**src/rtl/ext_irq_pkg.sv**
```systemverilog
// ============================================================================
// Module      : ext_irq_pkg
// Description : Shared types, defaults and priority encoder for ext_irq_ctrl.
// Revision    : 1.0 - initial release
// ============================================================================
`default_nettype none

package ext_irq_pkg;

    localparam int c_N_IRQ_DEF = 31;
    localparam int c_ID_W_DEF  = 5;

    // Encoder works on a fixed 32-bit window; narrower masks are zero-extended.
    localparam int c_ENC_W    = 32;
    localparam int c_ENC_ID_W = 5;

    typedef enum logic [1:0] {
        ST_IDLE = 2'd0,
        ST_REQ  = 2'd1,
        ST_SVC  = 2'd2
    } irq_state_t;

    // Returns {valid, id}; lowest set index wins.
    function automatic logic [c_ENC_ID_W:0] prio_enc(input logic [c_ENC_W-1:0] mask);
        logic [c_ENC_ID_W:0] res;
        res = '0;
        for (int i = c_ENC_W - 1; i >= 0; i--) begin
            if (mask[i]) begin
                res = {1'b1, c_ENC_ID_W'(i)};
            end
        end
        return res;
    endfunction

endpackage

`default_nettype wire

```
**src/rtl/irq_sync_edge.sv**
```systemverilog
// ============================================================================
// Module      : irq_sync_edge
// Description : Per-line multi-flop synchroniser with rising-edge detector.
// Revision    : 1.0 - initial release
// ============================================================================
`default_nettype none

module irq_sync_edge #(
    parameter int N           = 31,
    parameter int SYNC_STAGES = 2
) (
    input  logic         clk,
    input  logic         rst,
    input  logic [N-1:0] i_ext,
    output logic [N-1:0] o_edge
);

    logic [SYNC_STAGES-1:0][N-1:0] r_sync;
    logic [N-1:0]                  r_prev;

    always_ff @(posedge clk or posedge rst) begin
        if (rst) begin
            r_sync <= '0;
            r_prev <= '0;
        end else begin
            r_sync <= {r_sync[SYNC_STAGES-2:0], i_ext};
            r_prev <= r_sync[SYNC_STAGES-1];
        end
    end

    assign o_edge = r_sync[SYNC_STAGES-1] & ~r_prev;

endmodule

`default_nettype wire

```
**src/rtl/ext_irq_ctrl.sv**
```systemverilog
// ============================================================================
// Module      : ext_irq_ctrl
// Description : External interrupt controller: pending/enable/priority + CPU handshake.
// Revision    : 1.0 - initial release
// ============================================================================
`default_nettype none

module ext_irq_ctrl
    import ext_irq_pkg::*;
#(
    parameter int N_IRQ       = c_N_IRQ_DEF,
    parameter int ID_W        = c_ID_W_DEF,
    parameter int SYNC_STAGES = 2
) (
    input  logic             Clk,
    input  logic             Rst,
    input  logic [N_IRQ-1:0] i_ext,
    input  logic             en_we,
    input  logic [N_IRQ-1:0] en_wdata,
    output logic [N_IRQ-1:0] en_q,
    output logic [N_IRQ-1:0] pend_q,
    output logic             irq_req,
    output logic [ID_W-1:0]  irq_id,
    input  logic             irq_ack,
    input  logic             irq_eoi
);

    logic [N_IRQ-1:0]    w_edge;
    logic [N_IRQ-1:0]    w_clr;
    logic [c_ENC_ID_W:0] w_enc;
    logic                w_win_vld;
    logic [ID_W-1:0]     w_win_id;

    irq_state_t          r_state;
    irq_state_t          w_state_nxt;
    logic [N_IRQ-1:0]    r_pend;
    logic [N_IRQ-1:0]    r_en;
    logic                r_irq_req;
    logic                w_req_nxt;
    logic [ID_W-1:0]     r_irq_id;
    logic [ID_W-1:0]     w_id_nxt;
    logic                w_ack_clr;

    irq_sync_edge #(
        .N           (N_IRQ),
        .SYNC_STAGES (SYNC_STAGES)
    ) u_sync_edge (
        .clk    (Clk),
        .rst    (Rst),
        .i_ext  (i_ext),
        .o_edge (w_edge)
    );

    assign w_enc     = prio_enc(c_ENC_W'(r_pend & r_en));
    assign w_win_vld = w_enc[c_ENC_ID_W];
    assign w_win_id  = ID_W'(w_enc[c_ENC_ID_W-1:0]);

    // Edge set is OR-ed in after the clear, so a coinciding edge keeps the bit.
    assign w_clr = w_ack_clr ? (N_IRQ'(1) << r_irq_id) : '0;

    always_ff @(posedge Clk or posedge Rst) begin
        if (Rst) begin
            r_state   <= ST_IDLE;
            r_pend    <= '0;
            r_en      <= '0;
            r_irq_req <= 1'b0;
            r_irq_id  <= '0;
        end else begin
            r_state   <= w_state_nxt;
            r_pend    <= (r_pend & ~w_clr) | w_edge;
            r_irq_req <= w_req_nxt;
            r_irq_id  <= w_id_nxt;
            if (en_we) begin
                r_en <= en_wdata;
            end
        end
    end

    always_comb begin
        w_state_nxt = r_state;
        w_req_nxt   = r_irq_req;
        w_id_nxt    = r_irq_id;
        w_ack_clr   = 1'b0;
        case (r_state)
            ST_IDLE: begin
                if (w_win_vld) begin
                    w_state_nxt = ST_REQ;
                    w_req_nxt   = 1'b1;
                    w_id_nxt    = w_win_id;
                end
            end
            ST_REQ: begin
                // Ack takes precedence over a same-cycle enable withdrawal.
                if (irq_ack) begin
                    w_state_nxt = ST_SVC;
                    w_req_nxt   = 1'b0;
                    w_ack_clr   = 1'b1;
                end else if (!r_en[r_irq_id]) begin
                    w_state_nxt = ST_IDLE;
                    w_req_nxt   = 1'b0;
                end
            end
            ST_SVC: begin
                if (irq_eoi) begin
                    w_state_nxt = ST_IDLE;
                end
            end
            default: begin
                w_state_nxt = ST_IDLE;
                w_req_nxt   = 1'b0;
            end
        endcase
    end

    assign en_q    = r_en;
    assign pend_q  = r_pend;
    assign irq_req = r_irq_req;
    assign irq_id  = r_irq_id;

endmodule

`default_nettype wire

```
**config.mk**
```make
export PLATFORM = sky130hd
export DESIGN_NAME = ext_irq_ctrl
export DESIGN_NICKNAME = d
export VERILOG_FILES = /design/src/rtl/ext_irq_pkg.sv /design/src/rtl/irq_sync_edge.sv /design/src/rtl/ext_irq_ctrl.sv
export SDC_FILE = /design/constraint.sdc
export NUM_CORES = 1
export LEC_CHECK = 0
export CORE_UTILIZATION = 30
export CTS_CLUSTER_SIZE = 28
export DETAILED_ROUTE_END_ITERATION = 8
export HOLD_SLACK_MARGIN = 0.06
export PLACE_DENSITY = 0.58
export REMOVE_ABC_BUFFERS = 1
export SYNTH_ARGS = -nofsm -noshare
export SYNTH_HDL_FRONTEND = slang
export SYNTH_SLANG_ARGS = --single-unit
```
**constraint.sdc**
```tcl
create_clock -name Clk -period 9.2 [get_ports Clk]
set_clock_uncertainty 0.05 [all_clocks]
set_input_delay 1.84 -clock Clk [delete_from_list [all_inputs] [get_ports Clk]]
set_output_delay 1.84 -clock Clk [all_outputs]
set_load 0.1 [all_outputs]
```
==> run_results.csv, run 1 <==
group,metric,value,unit
die,start_util,31.0,%
setup_path,crit_path_max_incr_delay,1.26,ns
setup_path,crit_buf_inv,1,
final_layout,nets,642,
synth,synth.avg_cell_area,13.7,um2
placement,post-dp-hpwl,10900,um
final_layout,final.fill_count,1766,
synth,synthDistinctLibCells,45,
setup_path,end_kind,"output pin",
clock_network,cts_tree,"built",
synth,syn_inst,428,
final_layout,fin_area,8100,um2
die,rows,50,
sta,min_period,4.36,ns
drt,wl_per_cell,17.3,um
final_layout,seq_area,4080,um2
sta,slew_headroom,30.4,%
drt,drt_iter0_markers,213,
synth,synth-seq-area-share,69.7,%
synth,ys.flop_type,"dfrtp_1",
die,core_area,18900,um2
setup_path,regToRegEndpoint,"irq_req",
sta,timing.hold.ws,0.294,ns
drt,antenna_left,0,
clock_network,clk_pin_slew_worst_paths,0.06,ns
run,maxCapViolCount,0,
setup_path,crit_chain,"clkdlybuf4s50_1",
die,die_h,142,um
global_route,grt_pass1_vias,4207,
setup_path,arrival,2.47,ns
sta,hold_violations,0,
power_and_ir_drop,p_per_area,270,nW/um2
synth,ys_async_sr_fraction,100,%
final_layout,antenna_cells,0,
die,die_w,142,um
setup_path,endpoint,"irq_id[0]",
drt,first_pass_iters,5,
setup_path,rr_startpoint,"irq_id[0]",
sta,timing.fmax,229,MHz
synth,synth-edff-count,0,
final_layout,final_common_cell,"dfrtp_1",
power_and_ir_drop,p_leak,0.00336,uW
global_route,antenna_found_initial,0,
global_route,grt-ovfl-total,0,
final_layout,drive_above_1_share,12.1,%
placement,dp_slack,5.18,ns
drt,routed_via_density,4.60,
setup_path,cp-startpoint,"irq_id[0]",
placement,post_dp_cell_area,7500,um2
setup_path,cp_max_fo,15,
setup_path,path_depth,1,
power_and_ir_drop,p_total,2190,uW
power_and_ir_drop,peakVddDrop,0.137,mV
setup_path,worst_ep_required_time,7.31,ns
clock_network,clock-sinks,163,
setup_path,slowest_stage,"clkdlybuf4s50_1",
sta,fin_crit_sh,47.4,%
global_route,grt_pass1_wl,23200,um
die,boundaryPins,135,
drt,drc,0,
synth,yosysWarnings,0,
sta,setup_ws,4.84,ns
setup_path,cp_top_family,"buffers and inverters",
status,status,"finished, final reports clean",
final_layout,multi_input_area,1590,um2
setup_path,worstRegToRegCells,6,
drt,vias,3899,
global_route,grt_max_degree,89,
clock_network,h-tree-depth,4,
global_route,track_usage,15.7,%
clock_network,cts_resized,0,
drt,wl,14700,um
synth,synth_area,5850,um2
min_path,min_path_type,"reg2reg",
sta,rsz0062_at_grt,"false",
sta,setup_viol,0,
sta,slew_viol_final,0,
clock_network,ctsHoldBuffers,0,
clock_network,clk_path_buf_depth,2,
die,die-area,20100,um2
setup_path,path_class,"reg2out",
placement,gp_congestion,0.838,
placement,port_buffers,134,
final_layout,layout_common_cells,"dfrtp_1, clkdlybuf4s50_1, o21ai_0",
clock_network,cts_root_buf,"clkbuf_16",
clock_network,cts_setup_buffers,0,
setup_path,worstSetupStartpointType,"register",
sta,setup_tns,0,ns
final_layout,area_growth,38.4,%
sta,tightest_slew,1.04,ns
clock_network,numCtsBuffers,17,
synth,ys_ff_latch,163,
clock_network,clk_latency,0.43,ns
setup_path,regToRegSetupSlack,6.68,ns
==> cell families after synthesis <==
logic type | synth area share (%)
buf+inv | 3.10
simple gates | 5.20
flops | 69.7
compound gates | 12.4
mux | 9.60
==> state kept, by name (all words and copies together) (netlist names) <==
register / cells
irq_req: 1
en_q: 31
r_state: 2
pend_q: 31
u_sync_edge.r_prev: 31
u_sync_edge.r_sync: 62
irq_id: 5
==> worst reg2reg max path, delay by kind of cell (launching register included) <==
kind             cells  cell delay (ns)
flip-flops           1             0.78
multiplexers         1             0.67
AND/OR/NAND/NOR      2             0.44
AO/OA/AOI/OAI        3             0.47
==> metrics by stage <==
step                cells  utilization [%]
finish                848             42.9
global route          848             42.9
CTS                   848             42.9
detailed placement    816             39.7
global placement      816             39.7
floorplan             420                -
==> worst min path at each step <==
stage / startpoint / end / slack (ns) / depth (start not counted)
floorplan: u_sync_edge.r_sync[0] / u_sync_edge.r_sync[31] / 0.28 / 0
global route: u_sync_edge.r_sync[21] / u_sync_edge.r_sync[52] / 0.31 / 0
finish: u_sync_edge.r_sync[7] / u_sync_edge.r_sync[38] / 0.29 / 0
global placement: u_sync_edge.r_sync[12] / u_sync_edge.r_sync[43] / 0.28 / 0
detailed placement: u_sync_edge.r_sync[2] / u_sync_edge.r_sync[33] / 0.28 / 0
CTS: u_sync_edge.r_sync[7] / u_sync_edge.r_sync[38] / 0.30 / 0
==> synthesized netlist by cell type (all sizes together) (2+ instances only) <==
cell type	count	area, um2
a21o	2	15.0
a21oi	2	10.0
a22o	3	26.3
a22oi	15	113
a31oi	6	37.5
a32o	4	40.0
a41oi	2	17.5
and2	2	12.5
buf	6	31.3
clkbuf	2	7.51
dfrtp	163	4080
inv	38	143
mux2	33	372
mux4	7	180
nand2	32	120
nand2b	4	25.0
nand3	5	25.0
nand3b	3	22.5
nand4	3	18.8
nor2	7	26.3
nor3	2	10.0
o2111ai	2	17.5
o211ai	2	15.0
o21ai	65	325
==> power by group <==
part | total [uW] | leakage [uW] | switching (uW) | internal [uW]
sequential | 870 | 0.00182 | 90.2 | 780
clock | 699 | 0.000274 | 277 | 421
combinational | 619 | 0.00126 | 430 | 188
==> metal layers <==
layer	up-vias	part of all wire [%]	wire, um	track usage, %
met4	0	2.3	344	7.24
li1	1823	-	-	-
met3	23	6.1	894	5.23
met5	-	0	0	0
met1	1939	42	6210	19.1
met2	114	49	7230	25.3
==> area by class of cell <==
| class | instances | share of cell area (%) |
|---|---|---|
| repair buffers | 136 | 16.8 |
| well taps | 260 | 4.02 |
| clock buffers | 21 | 5.81 |
| flip-flops and latches | 163 | 50.4 |
| clock inverters | 11 | 1.58 |
| inverters | 38 | 1.82 |
| multi-input cells | 219 | 19.6 |
Power figures use the tool's default switching activity.
==> run 2, diff against run 1 <==
- PLACE_DENSITY: 0.58 -> 0.6
- clock period: 9.2 -> 4 ns (I/O delays scaled with it)
==> run_results.csv, run 2 (synthesis gave the netlist of run 1 again) <==
group,metric,value,unit
sta,fin_crit_sh,76.0,%
final_layout,fin_area,8110,um2
clock_network,clk_path_buf_depth,2,
drt,drc,0,
placement,post_dp_cell_area,7510,um2
setup_path,cp_top_family,"buffers and inverters",
setup_path,path_class,"reg2out",
final_layout,top_register,"u_sync_edge.r_sync",
global_route,use_met2,25.8,%
die,rows,50,
final_layout,final_common_cell,"dfrtp_1",
sta,setup_viol,0,
final_layout,instances_no_fill,847,
clock_network,cts_resized,0,
sta,timing.fmax,329,MHz
global_route,track_usage,15.8,%
global_route,grt-ovfl-total,0,
final_layout,fin_util,42.9,%
clock_network,ctsHoldBuffers,0,
drt,routed_via_density,4.69,
run,maxCapViolCount,0,
final_layout,largest_register_ffs,62,
clock_network,clk_pin_slew_worst_paths,0.06,ns
sta,rsz0062_at_grt,"false",
drt,vias,3975,
final_layout,area_growth,38.6,%
global_route,antenna_found_initial,0,
clock_network,cts_root_buf,"clkbuf_16",
drt,wl,14700,um
setup_path,crit_buf_inv,1,
sta,setup_tns,0,ns
min_path,min_path_type,"reg2reg",
final_layout,antenna_cells,0,
die,die-area,20100,um2
clock_network,clock-sinks,163,
drt,wl_per_cell,17.4,um
die,start_util,31.0,%
drt,antenna_left,0,
global_route,grt_max_degree,87,
die,die_h,142,um
status,status,"finished, final reports clean",
clock_network,cts_setup_buffers,0,
setup_path,crit_chain,"clkdlybuf4s50_1",
global_route,use_met1,19.5,%
setup_path,crit_path_max_incr_delay,1.23,ns
die,die_w,142,um
power_and_ir_drop,peakVddDrop,0.340,mV
sta,tightest_slew,1.05,ns
global_route,grt.busiest_layer,"met2",
setup_path,worstSetupStartpointType,"register",
global_route,grt_util_met3,4.52,%
global_route,grt_pass1_wl,23400,um
final_layout,layout_common_cells,"dfrtp_1, clkdlybuf4s50_1, o21ai_0",
power_and_ir_drop,p_leak,0.00339,uW
die,boundaryPins,135,
drt,drt_iter0_markers,284,
setup_path,end_kind,"output pin",
drt,first_pass_iters,5,
global_route,grt_pass1_vias,4250,
placement,port_buffers,134,
setup_path,worst_ep_required_time,3.15,ns
final_layout,drive_above_1_share,12.3,%
sta,slew_viol_final,0,
sta,slew_headroom,29.9,%
clock_network,clk_latency,0.42,ns
placement,post-dp-hpwl,10800,um
clock_network,numCtsBuffers,17,
setup_path,cp_max_fo,12,
sta,min_period,3.04,ns
power_and_ir_drop,p_per_area,626,nW/um2
die,core_area,18900,um2
final_layout,nets,643,
placement,gp_congestion,0.871,
setup_path,slowest_stage,"clkdlybuf4s50_1",
setup_path,arrival,2.19,ns
sta,hold_violations,0,
placement,placed_cells,817,
clock_network,cts_tree,"built",
clock_network,h-tree-depth,4,
run 2: cell type report:
cell class,count,area [um2]
repair buffers,137,1370
inverters,38,148
multi-input cells,219,1590
flip-flops and latches,163,4080
clock buffers,19,443
clock inverters,11,151
fillers,1749,10800
well taps,260,325
run 2: metal layers:
metal / wire length, um / vias to the layer above
li1: - / 1824
met1: 6300 / 2019
met2: 7250 / 111
met3: 802 / 21
met4: 352 / 0
met5: 0 / -
run 2: through the flow:
stage	worst slack [ns]	total power, uW	hold slack [ns]
floorplan	-1.25	3000	0.281
global placement	1.45	3450	0.285
detailed placement	1.42	3470	0.285
CTS	0.959	5120	0.298
global route	0.907	5290	0.305
finish	0.960	5070	0.295
run 2: worst paths after layout:
path	to	slack (ns)	startpoint	depth (start not counted)
setup / recovery	irq_id[2]	0.96	irq_id[2]	1
hold / removal	u_sync_edge.r_sync[57]	0.29	u_sync_edge.r_sync[26]	0
setup reg to reg	irq_req	1.43	irq_id[0]	6
hold reg to reg	u_sync_edge.r_sync[57]	0.29	u_sync_edge.r_sync[26]	0
max in group asynchronous	u_sync_edge.r_sync[60]	2.25	Rst	3
min in group asynchronous	u_sync_edge.r_sync[22]	0.83	Rst	2
run 2: power breakdown:
group | leakage [uW] | internal [uW] | total [uW] | switching, uW
clock network | 0.000290 | 996 | 1640 | 642
logic | 0.00128 | 433 | 1440 | 1000
registers | 0.00182 | 1790 | 2000 | 206
total | 0.00339 | 3220 | 5070 | 1850
